## src/rtl/instr_queue.sv

```systemverilog
// Instruction queue between the aligner and the decoder.
// A circular buffer of DEPTH entries. Each entry holds the aligned instruction
// plus pre-decode computed at push time (RVC flag, branch/jump flag, prediction
// flag and misconduct code), so the decoder sees them with no extra logic.
// Optional feature: define INSTR_QUEUE_BYPASS_EN to let an instruction arriving
// at an empty queue drive the head outputs in the same cycle.
module instr_queue #(
  parameter  int DEPTH = 4,
  localparam int CW    = $clog2(DEPTH) + 1
) (
  input  logic          s_clk_i,
  input  logic          s_resetn_i,
  input  logic          s_flush_i,
  input  logic          s_valid_i,
  output logic          s_ready_o,
  input  logic [31:0]   s_instr_i,
  input  logic [2:0]    s_fetch_error_i,
  input  logic          s_align_error_i,
  input  logic          s_prediction_i,
  output logic          s_valid_o,
  input  logic          s_ready_i,
  output logic [31:0]   s_instr_o,
  output logic [2:0]    s_imiscon_o,
  output logic          s_rvc_o,
  output logic          s_brj_o,
  output logic          s_pred_o,
  output logic [CW-1:0] s_count_o
);

  localparam int AW = (DEPTH > 1) ? $clog2(DEPTH) : 1;

  // Fetch error codes; anything other than these two is a real fault that is
  // forwarded as the misconduct code.
  localparam logic [2:0] FETCH_VALID  = 3'd0;
  localparam logic [2:0] FETCH_INCER  = 3'd1;
  // Misconduct codes: FREE = clean, DSCR = discard (aligner error or bogus prediction).
  localparam logic [2:0] IMISCON_FREE = 3'd0;
  localparam logic [2:0] IMISCON_DSCR = 3'd1;

  localparam logic [6:0] OPC_BRANCH = 7'b1100011;
  localparam logic [6:0] OPC_JALR   = 7'b1100111;
  localparam logic [6:0] OPC_JAL    = 7'b1101111;

  function automatic logic f_is_rvc(input logic [31:0] ins);
    return ins[1:0] != 2'b11;
  endfunction

  function automatic logic f_is_brj(input logic [31:0] ins);
    logic r;
    r = 1'b0;
    if (ins[1:0] == 2'b11) begin
      r = (ins[6:0] == OPC_BRANCH) || (ins[6:0] == OPC_JAL) || (ins[6:0] == OPC_JALR);
    end else if (ins[1:0] == 2'b01) begin
      // c.jal, c.j, c.beqz, c.bnez
      r = (ins[15:13] == 3'b001) || (ins[15:13] == 3'b101) ||
          (ins[15:13] == 3'b110) || (ins[15:13] == 3'b111);
    end else if (ins[1:0] == 2'b10) begin
      // c.jr / c.jalr: rs2 == 0 and rs1 != 0
      r = (ins[15:13] == 3'b100) && (ins[6:2] == 5'd0) && (ins[11:7] != 5'd0);
    end
    return r;
  endfunction

  function automatic logic [2:0] f_imiscon(input logic [2:0] ferr, input logic aerr,
                                           input logic pred, input logic brj);
    logic [2:0] m;
    if (aerr)                                       m = IMISCON_DSCR;
    else if (ferr != FETCH_VALID && ferr != FETCH_INCER) m = ferr;
    else if (pred && !brj)                          m = IMISCON_DSCR;
    else                                            m = IMISCON_FREE;
    return m;
  endfunction

  logic [AW-1:0] wptr_q, wptr_d, rptr_q, rptr_d;
  logic [CW-1:0] count_q, count_d;

  logic [31:0]   instr_q   [DEPTH];
  logic [2:0]    imiscon_q [DEPTH];
  logic          rvc_q     [DEPTH];
  logic          brj_q     [DEPTH];
  logic          pred_q    [DEPTH];

  logic          in_rvc, in_brj;
  logic [2:0]    in_imiscon;
  logic          empty, bypass, push, pop;

  // Pre-decode of the incoming instruction
  always_comb begin
    in_rvc     = f_is_rvc(s_instr_i);
    in_brj     = f_is_brj(s_instr_i);
    in_imiscon = f_imiscon(s_fetch_error_i, s_align_error_i, s_prediction_i, in_brj);
  end

  assign empty     = (count_q == '0);
  // Ready depends on registered occupancy only, never on s_ready_i.
  assign s_ready_o = (count_q < CW'(DEPTH));
  assign s_count_o = count_q;

`ifdef INSTR_QUEUE_BYPASS_EN
  assign bypass = empty & s_valid_i & ~s_flush_i;
`else
  assign bypass = 1'b0;
`endif

  // An instruction taken straight through the bypass is not stored.
  assign push = s_valid_i & s_ready_o & ~s_flush_i & ~(bypass & s_ready_i);
  assign pop  = ~empty & ~s_flush_i & s_ready_i;

  // Head output selection: bypassed input or the entry at the read pointer
  always_comb begin
    s_valid_o   = (~empty & ~s_flush_i) | bypass;
    s_instr_o   = instr_q[rptr_q];
    s_imiscon_o = imiscon_q[rptr_q];
    s_rvc_o     = rvc_q[rptr_q];
    s_brj_o     = brj_q[rptr_q];
    s_pred_o    = pred_q[rptr_q];
    if (bypass) begin
      s_instr_o   = s_instr_i;
      s_imiscon_o = in_imiscon;
      s_rvc_o     = in_rvc;
      s_brj_o     = in_brj;
      s_pred_o    = s_prediction_i;
    end
  end

  // Next-state for pointers and occupancy; flush restarts from zero
  always_comb begin
    wptr_d  = wptr_q;
    rptr_d  = rptr_q;
    count_d = count_q;
    if (s_flush_i) begin
      wptr_d  = '0;
      rptr_d  = '0;
      count_d = '0;
    end else begin
      if (push) wptr_d = wptr_q + 1'b1;
      if (pop)  rptr_d = rptr_q + 1'b1;
      case ({push, pop})
        2'b10:   count_d = count_q + 1'b1;
        2'b01:   count_d = count_q - 1'b1;
        default: count_d = count_q;
      endcase
    end
  end

  // Control state registers
  always_ff @(posedge s_clk_i or negedge s_resetn_i) begin
    if (!s_resetn_i) begin
      wptr_q  <= '0;
      rptr_q  <= '0;
      count_q <= '0;
    end else begin
      wptr_q  <= wptr_d;
      rptr_q  <= rptr_d;
      count_q <= count_d;
    end
  end

  // Entry storage, written with pre-decode at the write pointer on push
  always_ff @(posedge s_clk_i or negedge s_resetn_i) begin
    if (!s_resetn_i) begin
      for (int i = 0; i < DEPTH; i++) begin
        instr_q[i]   <= '0;
        imiscon_q[i] <= IMISCON_FREE;
        rvc_q[i]     <= 1'b0;
        brj_q[i]     <= 1'b0;
        pred_q[i]    <= 1'b0;
      end
    end else if (push) begin
      instr_q[wptr_q]   <= s_instr_i;
      imiscon_q[wptr_q] <= in_imiscon;
      rvc_q[wptr_q]     <= in_rvc;
      brj_q[wptr_q]     <= in_brj;
      pred_q[wptr_q]    <= s_prediction_i;
    end
  end

endmodule

```

## config.mk

```make
export PLATFORM = sky130hd
export DESIGN_NAME = instr_queue
export DESIGN_NICKNAME = d
export VERILOG_FILES = /design/src/rtl/instr_queue.sv
export SDC_FILE = /design/constraint.sdc
export NUM_CORES = 1
export LEC_CHECK = 0
export BUFFER_PORTS_ARGS = -buffer_cell sky130_fd_sc_hd__buf_2
export CAP_MARGIN = 20
export CORE_ASPECT_RATIO = 1.75
export CORE_UTILIZATION = 39
export CTS_CLUSTER_DIAMETER = 80
export CTS_CLUSTER_SIZE = 25
export DETAILED_ROUTE_END_ITERATION = 10
export GPL_TIMING_DRIVEN = 0
export SYNTH_ARGS = -nofsm -noshare
export SYNTH_HDL_FRONTEND = slang
export SYNTH_SLANG_ARGS = --single-unit
```

## constraint.sdc

```tcl
create_clock -name s_clk_i -period 2.2 [get_ports s_clk_i]
set_clock_uncertainty 0.05 [all_clocks]
set_input_delay 0.11 -clock s_clk_i [delete_from_list [all_inputs] [get_ports s_clk_i]]
set_output_delay 0.11 -clock s_clk_i [all_outputs]
set_load 0.02 [all_outputs]
```

==> results of run 1 <==
layout by cell type (no fill, tap or decap), types with 3 or more instances in the layout:
| cell type | instances |
|---|---|
| nand2_1 | 404 |
| ha_1 | 4 |
| buf_4 | 11 |
| clkinv_2 | 3 |
| mux4_2 | 38 |
| nand2b_1 | 4 |
| xnor2_1 | 5 |
| clkbuf_1 | 15 |
| dlygate4sd3_1 | 33 |
| dfrtp_1 | 159 |
| nand4bb_1 | 4 |
| a21oi_1 | 4 |
| a31oi_1 | 8 |
| o2111ai_1 | 4 |
| buf_2 | 96 |
| and2_1 | 6 |
| clkinv_4 | 4 |
| clkbuf_16 | 17 |
| nand3_1 | 5 |
| inv_1 | 5 |
| nor2_1 | 21 |
| bufinv_16 | 4 |
| o21ai_0 | 14 |
metrics by stage:
| step | std cells | utilization, % | power [mW] | hold slack [ps] |
|---|---|---|---|---|
| 2_1_floorplan | 749 | - | 6.95 | -236 |
| 3_5_place_dp | 1068 | 44.3 | 8.05 | 74.2 |
| 6_report | 1132 | 49.8 | 11.2 | 4.24 |
| 3_3_place_gp | 1067 | 44.1 | 7.93 | 305 |
| 4_1_cts | 1133 | 49.8 | 11.3 | 4.19 |
| 5_1_grt | 1132 | 49.8 | 11.9 | 21.5 |
worst max path at each step:
| stage | from | to | slack (ps) | depth (start not counted) |
|---|---|---|---|---|
| finish | rptr_q[1] | s_instr_o[15] | 110 | 4 |
| CTS | rptr_q[0] | s_instr_o[16] | -8 | 3 |
| global route | rptr_q[1] | s_instr_o[15] | 10 | 4 |
| global placement | s_resetn_i | instr_q[71] | -1610 | 1 |
| detailed placement | s_count_o[2] | s_count_o[2] | 100 | 8 |
| floorplan | s_count_o[2] | s_count_o[2] | 170 | 8 |
kinds of logic (layout without fill, tap and decap cells):
family,count (synthesis),in the layout
xor+xnor,5,5
fa+ha+maj,5,5
compound gates,33,33
mux,39,39
buf+inv,50,199
simple gates,458,458
flops,159,159
per-layer routing:
metal  part of all wire, %  routed length [um]  up-vias  track usage (%)
li1                      -                   -     2708                -
met1                    41                7800     2797             25.1
met2                    54               10200      121             37.9
met3                   3.4                 640       22             3.52
met4                   1.5                 278        0             8.68
met5                     0                   0        -                0
critical path: cells and delay by family, from the launching register on:
family | cells | cell delay [ps]
DFF | 1 | 370
buffers and inverters | 3 | 770
muxes | 1 | 350
power groups by stage:
stage | combinational [mW] | clock [mW] | sequential, mW
after CTS | 3.48 | 3.23 | 4.60
after detailed placement | 3.40 | 0 | 4.65
final | 3.40 | 3.18 | 4.60
after floorplan | 2.49 | 0 | 4.47
after global placement | 3.33 | 0 | 4.60
after global routing | 3.77 | 3.36 | 4.73
timing repair:
item | 4_1_cts | 5_1_grt
hold endpoints to repair | 192 | 0
gates resized for setup | 6 | 5
setup endpoints to repair | 14 | 30
pin swaps | 0 | 1
hold buffers | 33 | 0
flip-flops by register name, indices dropped and copies added (netlist names):
register and cells:
s_count_o 3, rvc_q 4, pred_q 4, brj_q 4
wptr_q 2, instr_q 128, imiscon_q 12, rptr_q 2
area by class of cell:
cell class / count / share of cell area (%)
Clock inverter: 13 / 2.07
Timing Repair Buffer: 118 / 8.73
Multi-Input combinational cell: 540 / 33.9
Buffer: 44 / 2.70
Tap cell: 234 / 3.24
Clock buffer: 19 / 5.02
Inverter: 5 / 0.208
Sequential cell: 159 / 44.1
==> flow_metrics.tcl, run 1 <==
set metrics [dict create \
    ys_warn_count 0 \
    die-area_mm2 0.0193 \
    vias 5648 \
    cp.arrival_ps 1930 \
    comb_power_share_pct 30.4 \
    drt-initial-drc-count 320 \
    clkLatencyLatePin_ps 430 \
    swShare_pct 32.9 \
    yosysMostFrequentCell "nand2_1" \
    rr_endpoint "s_count_o[2]" \
    finalWeightedCongestion 0.738 \
    drive_gt1_share_pct 21.7 \
    start_util_pct 40.2 \
    synth-seq-area-share_pct 54.6 \
    synth_compound_area_share_pct 2.92 \
    path_common_cell "buf_2" \
    synth_top_flop_cell "dfrtp_1" \
    seq_area_mm2 0.00398 \
    grt_overflow 0 \
    die_w_um 105 \
    cellLeakagePower_nw 4.57 \
    post-place-ws_ps 100 \
    syn-num-nets 796 \
    port_buffers 84 \
    worst_setup_path_end_kind "output port" \
    rsz0062_at_grt "false" \
    htree_levels 4 \
    layout.nets 932 \
    whs_endpoint "imiscon_q[11]" \
    multi_input_area_mm2 0.00306 \
    r2r_cells 7 \
    synth_area_mm2 0.00729 \
    synthToLayoutAreaGrowth_pct 23.8 \
    hold_class "in -> reg" \
    tightestPinTransition_ps 693 \
    post-cts-setup-buffers 0 \
    wl_um 18900 \
    cts_root_buffer "clkbuf_16" \
    core_area_mm2 0.0181 \
    max_freq_mhz 478 \
    synth-edff-count 0 \
    min_period_over_period_pct 95.0 \
    status "finished, final reports clean" \
    synth.area.top_cells "dfrtp_1 55%, nand2_1 21%, mux4_2 12%, buf_4 1.2%, buf_2 1.1%" \
    finalHoldViolCount 0 \
    final_area_mm2 0.00903 \
    ff2ff_setup_slack_ps 170 \
    synth_top_cell_by_area "dfrtp_1" \
    fillers 1677 \
    drv_slew 0 \
    path_max_fanout 10 \
    worst_slew_margin_rel_pct 53.8 \
    firstDrtPassIters 5 \
    grt_pass1_wl_um 30700 \
    min_from "s_align_error_i" \
    cts.sinks 159 \
    crit_chain "buf_2, buf_4, mux4_2, buf_2" \
    p_int_mw 7.50 \
    syn_avg_cell_area_um2 9.73 \
    numCtsBuffers 17 \
    grt_use_total_pct 21.2 \
    crit_slowest_cell "dfrtp_1" \
    detail-route-antenna-nets 0 \
    viasPerCell 4.99 \
    ys_ff_latch 159 \
    synth_commonest_cells "404 x nand2_1, 159 x dfrtp_1, 38 x mux4_2, 21 x nor2_1, 17 x clkbuf_1" \
    ir_drop_uv 571 \
    power_frac_seq_pct 41.1 \
    async_flop_share_pct 100 \
    die_h_um 183 \
    clkTransAtPathRegs_ps 70 \
    synth-adder-area-share_pct 0.961 \
    ys_types 37 \
    yosysTopAreaCellShare_pct 54.6 \
    synthesis.instances 749 \
    grt_pass1_vias 5778 \
    diodes 0 \
    rows 65 \
    ioPinCount 85 \
    tns_ps 0 \
    cap_violations 0 \
    slowest_delay_ps 370 \
    fin_ws_ps 110 \
    whs_path_depth 3 \
    yosys.area_share.simple_pct 25.6 \
    r2r-start "s_count_o[0]" \
    p_per_area_mw_per_mm2 1240 \
    clockBufferDepth 2 \
    hpwl_um 12900 \
    cts_tree "built" \
    wire_per_inst_um 16.7 \
    grt_max_degree 91 \
    synth_top_family_by_area "simple AND/OR/NAND/NOR gates" \
    antenna_found_initial 0 \
    placed_area_mm2 0.00804 \
    yosys-mux-area-fraction_pct 11.9 \
    clkPwrFrac_pct 28.4 \
    finalSetupViolCount 0 \
    power_switching_mw 3.68 \
    min_period_ps 2090 \
    synth_xor_area_share_pct 0.601 \
    drc 0 \
    start_kind "register" \
    crit_required_ps 2040 \
    setup.worst_path.class "reg -> out" \
]
No activity file was read; power rests on OpenSTA's default activity.
==> run 2, diff against run 1 <==
--- a/config.mk
+++ b/config.mk
@@ -13,6 +13,7 @@
 export CTS_CLUSTER_SIZE = 25
 export DETAILED_ROUTE_END_ITERATION = 10
 export GPL_TIMING_DRIVEN = 0
+export REMOVE_ABC_BUFFERS = 1
 export SYNTH_ARGS = -nofsm -noshare
 export SYNTH_HDL_FRONTEND = slang
 export SYNTH_SLANG_ARGS = --single-unit
==> run 2 against run 1 <==
Effect of this change:
- first-iteration DRC count is 18% lower
- global-route usage fell by 0.13 points
- critical path depth up 2
- setup slack gained 36 ps
- maximum frequency increased by 1.7%
- via count fell by 2.5%
==> flow_metrics.tcl, run 2 (same netlist as run 1, synthesis figures left out) <==
set metrics [dict create \
    status "finished, final reports clean" \
    wire_per_inst_um 17.0 \
    largest_reg_flops 128 \
    diodes 0 \
    min_period_over_period_pct 93.4 \
    clkTransAtPathRegs_ps 70 \
    cts_tree "built" \
    cellLeakagePower_nw 4.45 \
    ioPinCount 85 \
    post-place-ws_ps 17.4 \
    swShare_pct 32.7 \
    cp.arrival_ps 2370 \
    r2r_cells 6 \
    grt_use_total_pct 21.1 \
    grt_max_degree 112 \
    final_common_cell "nand2_1" \
    fillers 1700 \
    ir_drop_uv 500 \
    drive_gt1_share_pct 21.4 \
    final_cells 1093 \
    crit_slowest_cell "nand4bb_4" \
    cp-startpoint "wptr_q[1]" \
    clockBufferDepth 2 \
    crit_required_ps 2510 \
    worst_slew_margin_rel_pct 37.2 \
    path_max_fanout 40 \
    hpwl_um 10500 \
    rows 65 \
    core_area_mm2 0.0181 \
    drv_slew 0 \
    wl_um 18500 \
    cts_root_buffer "clkbuf_16" \
    finalWeightedCongestion 0.706 \
    synthToLayoutAreaGrowth_pct 23.2 \
    rsz0062_at_grt "true" \
    regMostFlops "instr_q" \
    cts.sinks 159 \
    die_h_um 183 \
    ff2ff_setup_slack_ps 150 \
    max_freq_mhz 487 \
    vias 5507 \
    numCtsBuffers 17 \
    viasPerCell 5.04 \
    grt_pass1_vias 5857 \
    grt_overflow 0 \
    p_int_mw 7.62 \
    clkPwrFrac_pct 28.9 \
    power_switching_mw 3.70 \
    crit_chain "inv_1, ha_2, nand4bb_4, nor2_1, o2111ai_1, nand3_1" \
    rr_endpoint "imiscon_q[6]" \
    p_per_area_mw_per_mm2 1260 \
    grt_pass1_wl_um 30800 \
    start_kind "register" \
    hold_class "in -> reg" \
    worst_setup_path_end_kind "register" \
    slowest_delay_ps 630 \
    r2r-start "wptr_q[1]" \
    crit_path_end "imiscon_q[6]" \
    setup.worst_path.class "reg -> reg" \
    firstDrtPassIters 5 \
    min_period_ps 2050 \
    drc 0 \
    clkLatencyLatePin_ps 430 \
    dp.cells 1025 \
    start_util_pct 40.2 \
    cap_violations 0 \
    top_regs "instr_q (128), imiscon_q (12)" \
    die-area_mm2 0.0193 \
    mostFrequentLayoutCells "404 x nand2_1, 155 x dfrtp_1, 83 x buf_2" \
    power_frac_seq_pct 40.7 \
    detail-route-antenna-nets 0 \
    drt-initial-drc-count 264 \
    finalSetupViolCount 0 \
    finalHoldViolCount 0 \
    antenna_found_initial 0 \
    port_buffers 84 \
    die_w_um 105 \
    layout.nets 894 \
    fin_ws_ps 146 \
    tightestPinTransition_ps 942 \
    htree_levels 4 \
    comb_power_share_pct 30.4 \
]
-- run 2: routing by layer --
metal / GRT usage, % / part of all wire (%) / up-vias
li1: - / - / 2622
met4: 7.72 / 1.1 / 0
met1: 26.4 / 40 / 2734
met3: 3.77 / 4.8 / 14
met5: 0 / 0 / -
met2: 36.3 / 54 / 137
-- run 2: power groups by stage --
| stage | clock network, mW | registers, mW | logic (mW) |
|---|---|---|---|
| global placement | 0 | 4.80 | 3.08 |
| global route | 3.43 | 4.76 | 3.84 |
| floorplan | 0 | 4.59 | 2.29 |
| CTS | 3.32 | 4.62 | 3.49 |
| finish | 3.27 | 4.61 | 3.43 |
| detailed placement | 0 | 4.81 | 3.17 |
-- run 2: worst min path at each step --
| stage | from | endpoint | slack (ps) | cells past startpoint |
|---|---|---|---|---|
| floorplan | s_resetn_i | brj_q[0] | -240 | 0 |
| global placement | s_instr_i[31] | instr_q[95] | 310 | 3 |
| detailed placement | s_resetn_i | instr_q[45] | -9 | 1 |
| CTS | s_instr_i[2] | instr_q[34] | 20 | 3 |
| global route | s_fetch_error_i[2] | imiscon_q[8] | 40 | 3 |
| finish | s_instr_i[2] | instr_q[98] | 20 | 3 |
-- run 2: layout make-up --
cell class	count	area, um2	share of cell area (%)
clock buffers	18	439	4.89
clock inverters	13	213	2.37
repair buffers	124	893	9.95
well taps	234	293	3.26
multi-input cells	540	3140	34.9
inverters	5	18.8	0.209
flip-flops and latches	159	3990	44.4
-- run 2: repair_timing --
action / CTS / global route
hold buffers: 34 / 0
endpoints found under the hold margin: 183 / 0
endpoints found under the setup margin: 39 / 10
pin swaps: 0 / 2
buffers inserted: 3 / 0
resized for setup: 1 / 4
-- run 2: critical path, delay by kind of cell, from the launching register on --
kind / cells / cell delay, ps
buffers and inverters: 1 / 110
and+or+nand+nor: 3 / 1020
DFF: 1 / 400
AOI/OAI and AO/OA: 1 / 140
adders and majority gates: 1 / 220
-- run 2: per-stage QoR --
| stage | instance area (um2) | hold WS (ps) | util (%) | power (mW) | TNS, ps |
|---|---|---|---|---|---|
| 3_3_place_gp | 7770 | 306 | 42.8 | 7.88 | -442490 |
| 4_1_cts | 8970 | 18.0 | 49.5 | 11.4 | 0 |
| 3_5_place_dp | 7920 | -9.28 | 43.7 | 7.99 | 0 |
| 5_1_grt | 8980 | 37.9 | 49.5 | 12.0 | 0 |
| 6_report | 8980 | 17.1 | 49.5 | 11.3 | 0 |
| 2_1_floorplan | 7060 | -236 | - | 6.88 | -11440 |
==> run 3, diff against run 2 <==
--- a/config.mk
+++ b/config.mk
@@ -13,6 +13,7 @@
 export CTS_CLUSTER_SIZE = 25
 export DETAILED_ROUTE_END_ITERATION = 10
 export GPL_TIMING_DRIVEN = 0
+export PLACE_DENSITY = 0.62
 export REMOVE_ABC_BUFFERS = 1
 export SYNTH_ARGS = -nofsm -noshare
 export SYNTH_HDL_FRONTEND = slang
==> run 3 against run 2 <==
Effect of this change:
- core utilization rose by 0.26 points
- via count rose by 1.1%
- register-to-register slack improved by 40 ps
==> flow_metrics.tcl, run 3 (same netlist as run 1, synthesis figures left out) <==
set metrics [dict create \
    ir_drop_uv 584 \
    drv_slew 0 \
    grt_pass1_vias 5733 \
    tns_ps 0 \
    fin_ws_ps 156 \
    wl_um 18600 \
    clkTransAtPathRegs_ps 70 \
    fillers 1650 \
    firstDrtPassIters 5 \
    cts.sinks 159 \
    r2r-start "wptr_q[1]" \
    numCtsBuffers 17 \
    crit_path_end "s_instr_o[0]" \
    die_h_um 183 \
    grt_use_total_pct 20.8 \
    status "finished, final reports clean" \
    crit_slowest_cell "dfrtp_2" \
    start_kind "register" \
    htree_levels 4 \
    min_period_ps 2040 \
    cts_root_buffer "clkbuf_16" \
    max_freq_mhz 489 \
    crit_chain "buf_12, mux4_2, buf_2" \
    hpwl_um 10900 \
    path_max_fanout 29 \
    hold_class "in -> reg" \
    worst_setup_path_end_kind "output port" \
    r2r_cells 7 \
    final_common_cell "nand2_1" \
    ioPinCount 85 \
    port_buffers 84 \
    finalSetupViolCount 0 \
    drive_gt1_share_pct 21.5 \
    start_util_pct 40.2 \
    grt_pass1_wl_um 30300 \
    final_cells 1099 \
    rr_endpoint "imiscon_q[6]" \
    largest_reg_flops 128 \
    detail-route-antenna-nets 0 \
    regMostFlops "instr_q" \
    clkLatencyLatePin_ps 430 \
    worst_slew_margin_rel_pct 37.2 \
    wire_per_inst_um 16.9 \
    cp.depth 3 \
    grt_overflow 0 \
    clockBufferDepth 2 \
    ff2ff_setup_slack_ps 190 \
    cap_violations 0 \
    min_period_over_period_pct 92.9 \
    rsz0062_at_grt "false" \
    crit_family "flip-flops" \
    setup.worst_path.class "reg -> out" \
    finalHoldViolCount 0 \
    die-area_mm2 0.0193 \
    core_area_mm2 0.0181 \
    mostFrequentLayoutCells "404 x nand2_1, 156 x dfrtp_1, 83 x buf_2" \
    vias 5568 \
    viasPerCell 5.07 \
    diodes 0 \
    drc 0 \
    dp.cells 1029 \
    post-place-ws_ps -22.4 \
    synthToLayoutAreaGrowth_pct 23.9 \
    crit_required_ps 2040 \
    die_w_um 105 \
    finalWeightedCongestion 0.718 \
    antenna_found_initial 0 \
    tightestPinTransition_ps 942 \
    cellLeakagePower_nw 4.48 \
    cp.arrival_ps 1880 \
    layout.nets 899 \
    grt_max_degree 120 \
    slowest_delay_ps 600 \
    p_per_area_mw_per_mm2 1220 \
    cp.buffers_inverters 2 \
    cp-startpoint "rptr_q[1]" \
    rows 65 \
    drt-initial-drc-count 218 \
    cts_tree "built" \
    top_regs "instr_q (128), imiscon_q (12)" \
]
run 3: cell types whose count changed in the layout (fill, tap and decap cells not counted), sizes merged:
cell	before	now
inv	6	9
bufinv	5	2
buf	90	94
dlygate4sd3	34	35
clkinvlp	3	4
run 3: where the power goes:
part | internal (mW) | leakage, nW | switching, mW
clock | 1.72 | 0.280 | 1.25
sequential | 4.01 | 2.04 | 0.604
combinational | 1.60 | 2.17 | 1.88
total | 7.33 | 4.48 | 3.73
run 3: how the worst min path moves through the flow:
stage,start,end,slack (ps),cells after the start
final,s_ready_i,rptr_q[0],20,4
after global routing,s_instr_i[2],instr_q[98],20,3
after CTS,s_fetch_error_i[2],imiscon_q[8],2,3
after detailed placement,s_resetn_i,instr_q[109],-30,1
after global placement,s_instr_i[26],instr_q[122],310,3
after floorplan,s_resetn_i,brj_q[0],-240,0
run 3: metrics by stage:
step           instance area [um2]  power, mW  hold slack [ps]  util (%)
2_1_floorplan                 7060       6.88             -236         -
3_3_place_gp                  7770       7.87              305      42.8
3_5_place_dp                  7980       7.99            -31.2      44.0
4_1_cts                       9010       11.2             2.13      49.7
5_1_grt                       9030       11.8             18.7      49.8
6_report                      9030       11.1             20.2      49.8
run 3: worst min-delay path: cells and delay by family:
kind                      cells  cell delay, ps
and+or+nand+nor               1              70
AOI/OAI and AO/OA             1              80
xor gates and xnor gates      1              60
buffers and inverters         1             130
run 3: final cells by class:
class                      count  area, um2  share of cell area, %
tap                          234        293                   3.24
multi-input combinational    540       3120                   34.5
inverter                       5       18.8                  0.208
clock buffer                  18        439                   4.86
timing repair buffer         129       1020                   11.3
sequential                   159       3990                   44.1
clock inverter                14        156                   1.73
run 3: routing by layer:
layer | GRT usage (%) | routed length [um]
met1 | 26.3 | 7690
met2 | 34.8 | 9560
met3 | 4.23 | 886
met4 | 8.62 | 424
met5 | 0 | 0
run 3: timing repair:
| action | 4_1_cts | 5_1_grt |
|---|---|---|
| setup endpoints to repair | 40 | 11 |
| endpoints found under the hold margin | 183 | 0 |
| pin swaps | 0 | 1 |
| hold buffers | 35 | 0 |
| setup buffers | 3 | 0 |
| gates cloned | 0 | 0 |
| resized for setup | 2 | 3 |
